===== src/rtl/muldiv_unit_if.sv =====
// muldiv_unit_if: request/response bundle between the execute stage and the
// iterative RV32M multiply/divide unit.
//
// Handshake (valid/ready semantics for the whole block):
//   - start is a one-shot request. It is taken on a rising edge only while
//     busy=0, meaning the unit is in IDLE or DONE. While busy=1, start is
//     ignored and the operands are not re-read.
//   - done is a one-cycle pulse. result is valid in that cycle and stays
//     unchanged until the next done pulse.
//   - flush cancels whatever is in flight on the next edge. It suppresses
//     done and wins over a start in the same cycle.
//
// Signals:
//   start   request (master -> slave)
//   op      funct3 of the M instruction (master -> slave)
//   srcA    rs1 operand (master -> slave)
//   srcB    rs2 operand (master -> slave)
//   flush   squash the in-flight operation (master -> slave)
//   busy    operation in progress; the pipeline stalls (slave -> master)
//   done    one-cycle result-valid pulse (slave -> master)
//   result  registered result (slave -> master)
interface muldiv_unit_if #(
  parameter int XLEN = 32
) ();
  logic            start;
  logic [2:0]      op;
  logic [XLEN-1:0] srcA;
  logic [XLEN-1:0] srcB;
  logic            flush;
  logic            busy;
  logic            done;
  logic [XLEN-1:0] result;

  modport master (
    output start, op, srcA, srcB, flush,
    input  busy, done, result
  );

  modport slave (
    input  start, op, srcA, srcB, flush,
    output busy, done, result
  );
endinterface


===== src/rtl/muldiv_unit.sv =====
// muldiv_unit: iterative RV32M multiply/divide unit.
//
// Multiplication uses radix-2 shift-add, one multiplier bit per cycle.
// Division uses restoring division, one quotient bit per cycle.
// Both work on operand magnitudes. The sign correction is applied in a
// single FIX cycle.
//
// Division special cases (divide by zero, signed overflow) are resolved
// when the operands are latched. They go straight to DONE.
//
// Ports:
//   clk        rising-edge clock
//   reset      synchronous, active-high
//   bus        muldiv_unit_if slave (start/op/srcA/srcB/flush in,
//              busy/done/result out)
//   dbg_state  current FSM state: 0 IDLE, 1 CALC, 2 FIX, 3 DONE
module muldiv_unit (
  input  logic          clk,
  input  logic          reset,
  muldiv_unit_if.slave  bus,
  output logic [1:0]    dbg_state
);

  localparam int XLEN = 32;

  localparam logic [2:0] OP_MUL    = 3'b000;
  localparam logic [2:0] OP_MULH   = 3'b001;
  localparam logic [2:0] OP_MULHSU = 3'b010;
  localparam logic [2:0] OP_MULHU  = 3'b011;
  localparam logic [2:0] OP_DIV    = 3'b100;
  localparam logic [2:0] OP_DIVU   = 3'b101;
  localparam logic [2:0] OP_REM    = 3'b110;

  typedef enum logic [1:0] {
    IDLE = 2'd0,
    CALC = 2'd1,
    FIX  = 2'd2,
    DONE = 2'd3
  } state_t;

  state_t            state;
  logic [2:0]        op_q;
  logic [XLEN-1:0]   a_mag;      // multiplicand magnitude
  logic [XLEN-1:0]   b_mag;      // divisor magnitude
  logic [2*XLEN-1:0] prod;       // {accumulator, remaining multiplier bits}
  logic [XLEN-1:0]   rem;        // partial remainder
  logic [XLEN-1:0]   quo;        // dividend bits shifting out, quotient in
  logic              neg_res;    // negate the product/quotient
  logic              neg_rem;    // negate the remainder (dividend sign)
  logic [4:0]        cnt;
  logic              busy_q;
  logic              done_q;
  logic [XLEN-1:0]   result_q;

  // Operand preparation, evaluated on the request inputs at latch time.
  logic            a_signed;
  logic            b_signed;
  logic            neg_a_in;
  logic            neg_b_in;
  logic [XLEN-1:0] a_mag_in;
  logic [XLEN-1:0] b_mag_in;
  logic            div_by_zero;
  logic            div_ovf;
  logic [XLEN-1:0] special_res;

  always_comb begin
    a_signed    = (bus.op == OP_MULH) || (bus.op == OP_MULHSU) ||
                  (bus.op == OP_DIV)  || (bus.op == OP_REM);
    b_signed    = (bus.op == OP_MULH) || (bus.op == OP_DIV) ||
                  (bus.op == OP_REM);
    neg_a_in    = a_signed & bus.srcA[XLEN-1];
    neg_b_in    = b_signed & bus.srcB[XLEN-1];
    a_mag_in    = neg_a_in ? (32'd0 - bus.srcA) : bus.srcA;
    b_mag_in    = neg_b_in ? (32'd0 - bus.srcB) : bus.srcB;
    div_by_zero = bus.op[2] && (bus.srcB == 32'd0);
    div_ovf     = ((bus.op == OP_DIV) || (bus.op == OP_REM)) &&
                  (bus.srcA == 32'h8000_0000) && (bus.srcB == 32'hFFFF_FFFF);
    special_res = '0;
    // op[1] separates REM/REMU from DIV/DIVU.
    if (div_by_zero) begin
      special_res = bus.op[1] ? bus.srcA : 32'hFFFF_FFFF;
    end else if (div_ovf) begin
      special_res = bus.op[1] ? 32'd0 : 32'h8000_0000;
    end
  end

  // One iteration step of each algorithm.
  logic [XLEN:0]   mul_sum;
  logic [XLEN:0]   div_shift;
  logic            div_ge;
  logic [XLEN-1:0] div_sub;

  always_comb begin
    mul_sum   = {1'b0, prod[2*XLEN-1:XLEN]} +
                (prod[0] ? {1'b0, a_mag} : {(XLEN+1){1'b0}});
    div_shift = {rem, quo[XLEN-1]};
    // The partial remainder stays below the divisor, so the shifted value is
    // below 2*divisor. A set top bit therefore already means "fits".
    div_ge    = div_shift[XLEN] || (div_shift[XLEN-1:0] >= b_mag);
    div_sub   = div_shift[XLEN-1:0] - b_mag;
  end

  // Sign correction and output selection for the FIX cycle.
  logic [2*XLEN-1:0] prod_fix;
  logic [XLEN-1:0]   quo_fix;
  logic [XLEN-1:0]   rem_fix;
  logic [XLEN-1:0]   fix_res;

  always_comb begin
    prod_fix = neg_res ? (64'd0 - prod) : prod;
    quo_fix  = neg_res ? (32'd0 - quo) : quo;
    rem_fix  = neg_rem ? (32'd0 - rem) : rem;
    case (op_q)
      OP_MUL:                      fix_res = prod_fix[XLEN-1:0];
      OP_MULH, OP_MULHSU, OP_MULHU: fix_res = prod_fix[2*XLEN-1:XLEN];
      OP_DIV, OP_DIVU:             fix_res = quo_fix;
      default:                     fix_res = rem_fix;
    endcase
  end

  always_ff @(posedge clk) begin
    if (reset) begin
      state    <= IDLE;
      op_q     <= '0;
      a_mag    <= '0;
      b_mag    <= '0;
      prod     <= '0;
      rem      <= '0;
      quo      <= '0;
      neg_res  <= 1'b0;
      neg_rem  <= 1'b0;
      cnt      <= '0;
      busy_q   <= 1'b0;
      done_q   <= 1'b0;
      result_q <= '0;
    end else if (bus.flush) begin
      state  <= IDLE;
      busy_q <= 1'b0;
      done_q <= 1'b0;
    end else begin
      case (state)
        IDLE, DONE: begin
          done_q <= 1'b0;
          if (bus.start) begin
            op_q    <= bus.op;
            a_mag   <= a_mag_in;
            b_mag   <= b_mag_in;
            neg_res <= neg_a_in ^ neg_b_in;
            neg_rem <= neg_a_in;
            cnt     <= '0;
            prod    <= {{XLEN{1'b0}}, b_mag_in};
            rem     <= '0;
            quo     <= a_mag_in;
            if (div_by_zero || div_ovf) begin
              result_q <= special_res;
              done_q   <= 1'b1;
              state    <= DONE;
            end else begin
              busy_q <= 1'b1;
              state  <= CALC;
            end
          end else begin
            state <= IDLE;
          end
        end
        CALC: begin
          cnt <= cnt + 5'd1;
          if (!op_q[2]) begin
            prod <= {mul_sum, prod[XLEN-1:1]};
          end else begin
            rem <= div_ge ? div_sub : div_shift[XLEN-1:0];
            quo <= {quo[XLEN-2:0], div_ge};
          end
          if (cnt == 5'd31) begin
            state <= FIX;
          end
        end
        FIX: begin
          result_q <= fix_res;
          busy_q   <= 1'b0;
          done_q   <= 1'b1;
          state    <= DONE;
        end
        default: state <= IDLE;
      endcase
    end
  end

  assign bus.busy   = busy_q;
  assign bus.done   = done_q;
  assign bus.result = result_q;
  assign dbg_state  = state;

endmodule


===== src/flat_wrapper.sv =====
// flat-port wrapper written by rule: the top's interface ports become plain ports
module muldiv_unit_flat 
  (clk, reset, dbg_state, bus_start, bus_op, bus_srcA, bus_srcB, bus_flush, bus_busy, bus_done, bus_result);
  muldiv_unit_if bus_i ();
  input  logic clk;
  input  logic reset;
  output logic [1:0] dbg_state;
  input wire logic [$bits(bus_i.start)-1:0] bus_start;
  input wire logic [$bits(bus_i.op)-1:0] bus_op;
  input wire logic [$bits(bus_i.srcA)-1:0] bus_srcA;
  input wire logic [$bits(bus_i.srcB)-1:0] bus_srcB;
  input wire logic [$bits(bus_i.flush)-1:0] bus_flush;
  output wire logic [$bits(bus_i.busy)-1:0] bus_busy;
  output wire logic [$bits(bus_i.done)-1:0] bus_done;
  output wire logic [$bits(bus_i.result)-1:0] bus_result;
  assign bus_i.start = bus_start;
  assign bus_i.op = bus_op;
  assign bus_i.srcA = bus_srcA;
  assign bus_i.srcB = bus_srcB;
  assign bus_i.flush = bus_flush;
  assign bus_busy = bus_i.busy;
  assign bus_done = bus_i.done;
  assign bus_result = bus_i.result;
  muldiv_unit u_core (.clk(clk), .reset(reset), .bus(bus_i), .dbg_state(dbg_state));
endmodule

===== config.mk =====
export PLATFORM = sky130hd
export DESIGN_NAME = muldiv_unit_flat
export DESIGN_NICKNAME = d
export VERILOG_FILES = /design/src/rtl/muldiv_unit_if.sv /design/src/rtl/muldiv_unit.sv /design/src/flat_wrapper.sv
export SDC_FILE = /design/constraint.sdc
export NUM_CORES = 1
export LEC_CHECK = 0
export BUFFER_PORTS_ARGS = -buffer_cell sky130_fd_sc_hd__buf_2
export CAP_MARGIN = 10
export CORE_MARGIN = 2
export CORE_UTILIZATION = 35
export CTS_CLUSTER_DIAMETER = 60
export DETAILED_ROUTE_END_ITERATION = 8
export GPL_ROUTABILITY_DRIVEN = 0
export PLACE_DENSITY = 0.49
export SLEW_MARGIN = 10
export SYNTH_ARGS = -nofsm -noshare
export SYNTH_HDL_FRONTEND = slang
export SYNTH_SLANG_ARGS = --single-unit

===== constraint.sdc =====
create_clock -name clk -period 5.5 [get_ports clk]
set_input_delay 0.275 -clock clk [delete_from_list [all_inputs] [get_ports clk]]
set_output_delay 0.275 -clock clk [all_outputs]
set_load 0.02 [all_outputs]

## Word level (Yosys, flattened, before mapping)

Cells that the tools add are included.

| cells by class | value |
|---|---|
| shifts and indexed selects | 0 |
| $mul | 0 |
| multiplexer cells | 36 |
| bitwise gates (word level) | 4 |
| reductions and logical operators | 26 |
| equal/unequal tests | 21 |
| div/mod/pow operators | 0 |
| $add $sub $neg | 8 |
| order comparisons | 1 |

Operators with widths:

| cell | count |
|---|---|
| $mux W32 | 16 |
| $mux W64 | 3 |
| $pmux W32 S2 | 3 |
| $pmux W64 S2 | 1 |
| $sub A1 B32 Y32 const A | 4 |
| $pmux W32 S3 | 1 |
| $eq A32 B32 Y1 const B | 2 |
| $sub A1 B64 Y64 const A | 1 |
| $add A32 B33 Y33 | 1 |
| $ge A32 B32 Y1 | 1 |
| $logic_not A32 Y1 | 1 |
| $sub A32 B32 Y32 | 1 |
| $eq A3 B3 Y1 const B | 4 |
| $reduce_and A4 Y1 | 3 |
| $pmux W5 S2 | 1 |
| $eq A3 B2 Y1 const B | 3 |
| $reduce_and A3 Y1 | 3 |
| $logic_or A1 B1 Y1 | 8 |
| $eq A3 B1 Y1 const B | 2 |
| $mux W2 | 3 |
| $ne A2 B1 Y1 const B | 3 |
| $ne A2 B2 Y1 const B | 3 |
| $pmux W2 S3 | 1 |
| $reduce_or A2 Y1 | 3 |
| other kinds (15) | 24 |

| word-level totals | value |
|---|---|
| memories | 0 |
| bits in latches | 0 |
| logic and storage cells | 109 |
| RAM bits | 0 |
| ROM bits | 0 |
| register bits after elaboration | 238 |

## Logic depth before layout (Yosys ltp)

Gate-level depths: netlist of run 1.

| depth | value |
|---|---|
| word-level depth | 9 |
| gate-level depth with buffers | 15 |
| depth with buffers taken out | 13 |

## Worst setup path after synthesis of run 1

No wires, ideal clock.

| path | value |
|---|---|
| kind | flip-flop to flip-flop |
| from | register u_core.prod[0] |
| to | register u_core.prod[57] |
| arrival | 3.454 ns |
| data required time | 5.437 ns |
| period minus slack after synthesis | 3.517 ns |
| slack | 1.983 ns |
| stages on the path, launching flop included | 16 |
| path buffers | 2 |
| cell sequence | dfxtp_1 clkbuf_1 clkbuf_1 and2_1 ha_1 inv_1 fa_1 nor2b_1 o31a_1 o311a_1 nor2_1 a2111oi_0 or2_2 a21oi_1 or4b_2 nand3_1 |

| on the way | value |
|---|---|
| cells in the longest elaborated chain, start to end | 4 |

Ends and longest elaborated chain:

| what | line | source |
|---|---|---|
| start, declared | muldiv_unit.sv:45 | `logic [2*XLEN-1:0] prod;` |
| start signal, assigned | muldiv_unit.sv:151 | `prod <= {{XLEN{1'b0}}, b_mag_in};` |
| start signal, assigned | muldiv_unit.sv:169 | `prod <= {mul_sum, prod[XLEN-1:1]};` |
| $mux W32 | muldiv_unit.sv:95 | `(prod[0] ? {1'b0, a_mag} : {(XLEN+1){1'b0}});` |
| $add A32 B33 Y33 | muldiv_unit.sv:94 | `mul_sum = {1'b0, prod[2*XLEN-1:XLEN]} +` |
| $mux W64 | muldiv_unit.sv:168 | `if (!op_q[2]) begin` |
| $pmux W64 S2 | muldiv_unit.sv:141 | `case (state)` |

No other way between the ends. The select of a mux whose other input is x is not followed.
A chain may end at the register's enable or synchronous reset.

## Worst setup path in the final report of run 1

| path | value |
|---|---|
| from | input port bus_srcA[0] |
| to | register u_core.result_q[31] (netlist: u_core.bus.result[31]) |

| on the way | value |
|---|---|
| cells in the longest elaborated chain, start to end | 8 |
| elaborated cells between the ends (all ways) | 11 |
| those cells by class | 2 x eq/ne; 5 x mux; 4 x reduce/logical |

Ends and longest elaborated chain:

| what | line | source |
|---|---|---|
| start, declared | flat_wrapper.sv:10 | `input wire logic [$bits(bus_i.srcA)-1:0] bus_srcA;` |
| $eq A32 B32 Y1 (*) | muldiv_unit.sv:77 | `(bus.srcA == 32'h8000_0000) && (bus.srcB == 32'hFFFF_FFFF);` |
| $logic_and A1 B1 Y1 (*) | muldiv_unit.sv:76 | `div_ovf = ((bus.op == OP_DIV) \|\| (bus.op == OP_REM)) &&` |
| $logic_and A1 B1 Y1 (*) | muldiv_unit.sv:77 |  |
| $mux W32 | muldiv_unit.sv:82 | `end else if (div_ovf) begin` |
| $mux W32 | muldiv_unit.sv:80 | `if (div_by_zero) begin` |
| $mux W32 | muldiv_unit.sv:154 | `if (div_by_zero \|\| div_ovf) begin` |
| $mux W32 | muldiv_unit.sv:144 | `if (bus.start) begin` |
| $pmux W32 S2 | muldiv_unit.sv:141 |  |
| end signal, assigned | muldiv_unit.sv:155 | `result_q <= special_res;` |
| end signal, assigned | muldiv_unit.sv:179 | `result_q <= fix_res;` |
| end, declared | muldiv_unit.sv:53 | `logic [XLEN-1:0] result_q;` |

Every way passes the cells marked *; elsewhere a longest branch is shown, timed or not. The select of a mux whose other input is x is not followed.

==> results of run 1 <==
## layout by cell type (no fill, tap or decap), types with 6 or more instances in the layout
cell type | netlist | layout
a21o_1 | 24 | 24
xnor2_1 | 116 | 116
xor2_1 | 101 | 101
o221ai_1 | 9 | 9
a22oi_1 | 18 | 18
o211ai_1 | 47 | 47
nand4_1 | 16 | 16
clkbuf_1 | 143 | 8
inv_1 | 77 | 76
nor3b_1 | 6 | 6
o21a_1 | 17 | 17
nor2_1 | 204 | 202
buf_4 | 0 | 33
o22ai_1 | 11 | 11
or3_1 | 32 | 31
mux2i_1 | 32 | 32
nor3_1 | 39 | 35
and2_1 | 38 | 38
clkbuf_16 | 0 | 41
a21boi_0 | 7 | 7
o21ai_0 | 216 | 216
ha_1 | 75 | 73
nor2b_1 | 17 | 16
a21oi_1 | 188 | 188
o21bai_1 | 6 | 6
or4_1 | 29 | 29
o41ai_1 | 33 | 33
a211oi_1 | 84 | 84
dfxtp_1 | 238 | 237
nand3_1 | 37 | 37
nand2_1 | 341 | 341
and3_1 | 9 | 9
o31a_1 | 7 | 7
o31ai_1 | 49 | 49
a31oi_1 | 26 | 26
nor4_1 | 25 | 24
buf_2 | 3 | 105
clkbuf_8 | 0 | 8
or2_2 | 14 | 14
nand2b_1 | 30 | 30
## metal layers
layer / up-vias / track usage (%) / part of all wire, %
met4: 4 / 9.80 / 3.6
met2: 683 / 39.8 / 44
met1: 8810 / 35.5 / 45
met5: - / 0 / 0.043
met3: 131 / 4.80 / 7.6
li1: 8937 / - / -
## what timing repair did
| item | in CTS | in global routing |
|---|---|---|
| resized for setup | 0 | 0 |
| hold buffers | 1 | 0 |
| endpoints found under the hold margin | 1 | 0 |
## flip-flops by register name (all words and copies together) (netlist names), 2 cells and up
register and cells:
u_core.b_mag 32, u_core.dbg_state 2, u_core.a_mag 32, u_core.quo 32, u_core.rem 32, u_core.cnt 5, u_core.bus.result 32, u_core.prod 64
u_core.op_q 3
## worst min-delay path: stages
cell and delay, ps:
buf_2 160, nand2_1 70, a21oi_1 60
## area by class of cell
| type | count | area (µm²) | share of cell area [%] |
|---|---|---|---|
| multi-input cells | 1987 | 12400 | 60.8 |
| flip-flops and latches | 238 | 4770 | 23.3 |
| clock buffers | 57 | 1170 | 5.71 |
| well taps | 680 | 851 | 4.16 |
| repair buffers | 140 | 795 | 3.89 |
| inverters | 77 | 289 | 1.41 |
| clock inverters | 10 | 136 | 0.667 |
## synthesized netlist by cell type (26+ instances only)
| cell | count | area [µm²] |
|---|---|---|
| nand2_1 | 341 | 1280 |
| inv_1 | 77 | 289 |
| nor3_1 | 39 | 195 |
| a31oi_1 | 26 | 163 |
| and2_1 | 38 | 238 |
| clkbuf_1 | 143 | 537 |
| or4_1 | 29 | 218 |
| o31ai_1 | 49 | 368 |
| o41ai_1 | 33 | 289 |
| o21ai_0 | 216 | 1080 |
| nand3_1 | 37 | 185 |
| mux2i_1 | 32 | 320 |
| xnor2_1 | 116 | 1020 |
| xor2_1 | 101 | 885 |
| o211ai_1 | 47 | 353 |
| nor2_1 | 204 | 766 |
| a21oi_1 | 188 | 941 |
| ha_1 | 75 | 938 |
| or3_1 | 32 | 200 |
| dfxtp_1 | 238 | 4760 |
| nand2b_1 | 30 | 188 |
| a211oi_1 | 84 | 631 |
## worst max-delay path by stage
stage,from,to
6_report,bus_srcA[0],u_core.bus.result[31]
4_1_cts,u_core.prod[0],u_core.prod[57]
3_3_place_gp,bus_srcA[0],u_core.bus.result[31]
5_1_grt,u_core.prod[0],u_core.bus.result[27]
2_1_floorplan,u_core.prod[0],u_core.prod[57]
3_5_place_dp,bus_srcA[0],u_core.bus.result[31]
## cell families after synthesis
kind of cell,share of synthesized area [%]
multiplexers,1.84
AND/OR/NAND/NOR,22.7
AO/OA/AOI/OAI,28.0
adder cells (fa/ha/maj),5.42
buffers and inverters,5.12
XOR/XNOR,10.5
flip-flops,26.4
## metrics by stage
step                      power [W]  setup slack, ps
after global routing        0.00589             1110
after global placement      0.00314             1430
after CTS                   0.00568             1420
after detailed placement    0.00315             1420
final                       0.00565             1260
after floorplan             0.00275             1980
## power by group
group / total [W] / internal [W] / leakage [nW] / switching [W]
Sequential: 0.00192 / 0.00181 / 1.94 / 0.000107
Combinational: 0.00122 / 0.000418 / 5.22 / 0.000804
Clock: 0.00251 / 0.00160 / 0.631 / 0.000908
==> flow_summary.toml, run 1 <==
[run_status]
status = "finished, final reports clean"

[yosys]
ys_seq_elements = 238
synth_flop_cell = "dfxtp_1"
avgSynthCellArea_um2 = 7.33
synth_cell_types = 81
synth_nets = 2612
synth_cells = 2464
async_reset_ff_share_pct = 0
ys_warn_count = 0
yosysSeqAreaShare_pct = 26.4
synth_edf_count = 0
netlist_area_mm2 = 0.0181

[setup_path]
reg2reg_depth = 14
critPathSlowestCell = "or3_1"
worst-path-stages = 12
critPathMaxStageDelay_ps = 750
r2r-end = "u_core.prod[57]"
path_max_fanout = 24
end_kind = "flop"
crit_path_start_kind = "input port"
reg2reg_from = "u_core.prod[0]"
crit_chain = "dlygate4sd3_1, buf_2, inv_1, ha_1, or3b_2, nor3_1, and4_1, a31o_2, a21boi_1, or3_1, a211oi_1, a2111oi_0"
r2r_setup_slack_ps = 1380
path_class = "input port to flop"
worstPathBufferInverterCount = 3
cp.required_ps = 5890
cp_top_family = "simple AND/OR/NAND/NOR gates"
cp.arrival_ps = 4630

[timing]
period_needed_ps = 4240
final_hold_viol_count = 0
worst_pin_slew_ps = 1360
slew_headroom_pct = 8.40
min_period_over_period_pct = 77.1
fin_skew_ps = 12.8
slew_viol_final = 0
rsz0062_at_grt = "no"
max_freq_mhz = 236
whs_ps = 71.2
setup_viol = 0
fin_tns_setup_ps = 0

[power_and_ir_drop]
ir_drop_mv = 0.203
power_per_cell_area_mw_per_mm2 = 277
leakagePower_nw = 7.79

[drt]
drt-total-wl_um = 70200
viasPerCell = 5.82
drt-pass1-iter-count = 7
wl_per_cell_um = 22.0
vias = 18565
drtAntennaViolNets = 0
drt_iter0_drc = 1642
drc = 0

[place]
port_buffers = 106
post-place-cells = 3121
place_area_mm2 = 0.0191
dp_hpwl_um = 52800

[die]
pin_count = 107
fp.coreArea_mm2 = 0.0512
start_util_pct = 35.3
rows = 83
die_y_um = 231
die_area_mm2 = 0.0534
dieWidth_um = 231

[clock_network]
clkTransAtPathRegs_ps = 50
numCtsBuffers = 38
cts_buffer_depth = 3
postCtsSetupBuffers = 0
cts_tree = "built"
h-tree-depth = 2
clock_sinks = 238
root_buffer = "clkbuf_16"
clk-insertion-delay-late_ps = 550

[cells_and_area]
drive_gt1_share_pct = 9.65
fin_area_mm2 = 0.0204
insertedDiodeCount = 0
area_delta_synth_final_pct = 13.2
fill_cells = 5296
utilization_pct = 39.9
fin_nets = 2630
fin_cells = 3189

[grt]
grt_pass1_vias = 17398
grt_overflow = 0
grt_first_pass_wirelength_um = 106000
track_usage_pct = 25.8
antenna_found_initial = 1
grt_max_degree = 72

[worst_hold_path]
hold_class = "input port to flop"
hold-path-endpoint = "u_core.op_q[2]"
hp-start = "bus_op[2]"
worstHoldPathCells = 3

[run]
drv_cap = 0
(Power assumes the default switching activity.)
==> run 2: changes to the inputs <==
- clock period: 5.5 -> 4.45 ns (I/O delays scaled with it)
==> flow_summary.toml, run 2 (synthesis results as in run 1) <==
[cells_and_area]
final_common_cell = "nand2_1"
mostFrequentLayoutCells = "nand2_1, dfxtp_1, o21ai_0"
area_delta_synth_final_pct = 13.0
seqCellArea_mm2 = 0.00477
largest_reg_flops = 64
regMostFlops = "u_core.prod"
fin_nets = 2640
drive_gt1_share_pct = 9.85
utilization_pct = 39.8
fill_cells = 5369
multiInputGateArea_mm2 = 0.0124

[setup_path]
end_kind = "flop"
crit_path_start_kind = "input port"
crit_chain = "dlygate4sd3_1, buf_2, inv_1, ha_1, or3b_2, nor3_1, and4_1, a31o_2, a21boi_1, or3_1, a2111oi_0, nor2_1"
cp_top_family = "simple AND/OR/NAND/NOR gates"
path_max_fanout = 24
path_class = "input port to flop"
crit_path_end = "u_core.bus.result[13]"
critPathMaxStageDelay_ps = 780
worst-path-stages = 12
cp.required_ps = 4890
reg2reg_from = "u_core.prod[15]"
critPathSlowestCell = "or3_1"
reg2reg_depth = 9
worstPathBufferInverterCount = 3
cp-startpoint = "bus_srcA[0]"
r2r_setup_slack_ps = 470
cp.arrival_ps = 4510
r2r-end = "u_core.bus.result[7]"

[die]
rows = 83
start_util_pct = 35.3
fp.coreArea_mm2 = 0.0512
die_y_um = 231
pin_count = 107
dieWidth_um = 231
die_area_mm2 = 0.0534

[power_and_ir_drop]
leakagePower_nw = 7.79
ir_drop_mv = 0.259
power_per_cell_area_mw_per_mm2 = 335
p_total_w = 0.00683

[clock_network]
clock_sinks = 238
h-tree-depth = 2
clkTransAtPathRegs_ps = 60
clk-insertion-delay-late_ps = 560
root_buffer = "clkbuf_16"
cts_tree = "built"
cts_buffer_depth = 3
numCtsBuffers = 36
cts_resized = 0

[grt]
grt_max_degree = 69
antenna_found_initial = 2
track_usage_pct = 27.1
grt_overflow = 0
grt_first_pass_wirelength_um = 111000
grt_pass1_vias = 17775

[worst_hold_path]
hp-start = "bus_srcA[3]"
worstHoldPathCells = 3
hold_class = "input port to flop"

[timing]
slew_headroom_pct = 25.0
fin_skew_ps = 28.4
rsz0062_at_grt = "no"
fin_tns_setup_ps = 0
whs_ps = 37.0
setup_slack_ps = 377
worst_pin_slew_ps = 1130
period_needed_ps = 4070
setup_viol = 0
min_period_over_period_pct = 91.5
final_hold_viol_count = 0
max_freq_mhz = 246
slew_viol_final = 0

[place]
port_buffers = 106
post-place-ws_ps = 451
dp_hpwl_um = 55300

[drt]
drt-total-wl_um = 73100
wl_per_cell_um = 22.8
vias = 18788
drtAntennaViolNets = 0
drt-pass1-iter-count = 6
drt_iter0_drc = 1678
viasPerCell = 5.87
drc = 0

[run_status]
status = "finished, final reports clean"

[run]
drv_cap = 0
-- run 2: cell types whose count changed in the layout (fill, tap and decap cells not counted), sizes merged --
cell,delta
buf,+10
inv,+5
clkinv,+3
clkbuf,-11
diode,+1
dlygate4sd3,+2
-- run 2: how the worst min path moves through the flow --
stage	end
global placement	u_core.cnt[4]
finish	u_core.a_mag[3]
floorplan	u_core.a_mag[0]
detailed placement	u_core.bus.done
global route	u_core.a_mag[3]
CTS	u_core.a_mag[3]
-- run 2: layout make-up --
class | instances | share of cell area (%)
multi-input combinational | 1987 | 60.8
tap | 680 | 4.17
antenna | 1 | 0.0123
inverter | 77 | 1.42
clock inverter | 18 | 1.02
clock buffer | 46 | 4.75
timing repair buffer | 152 | 4.42
sequential | 238 | 23.4
-- run 2: timing repair --
action,4_1_cts,5_1_grt
buffers inserted,0,0
hold buffers,3,0
endpoints found under the hold margin,3,0
-- run 2: layer usage --
layer	vias to the layer above	wire length (µm)	global-route usage, %
met1	8920	32900	36.3
li1	8967	-	-
met4	4	2450	8.97
met5	-	23	0
met3	133	6390	7.74
met2	764	31300	41.6
-- run 2: tightest hold or removal path: stages --
cell and delay, ps:
buf_2 120, xnor2_1 140, a211oi_1 70
-- run 2: per-stage QoR --
stage,instances,area (µm²)
2_1_floorplan,2464,18100
3_3_place_gp,3131,19200
3_5_place_dp,3131,19200
4_1_cts,3198,20400
5_1_grt,3198,20400
6_report,3199,20400
-- run 2: power breakdown --
group	switching (W)	total (W)	internal [W]	leakage, nW
combinational	0.00102	0.00155	0.000525	5.28
sequential	0.000147	0.00239	0.00224	1.94
clock	0.00115	0.00289	0.00174	0.568
total	0.00232	0.00683	0.00450	7.79
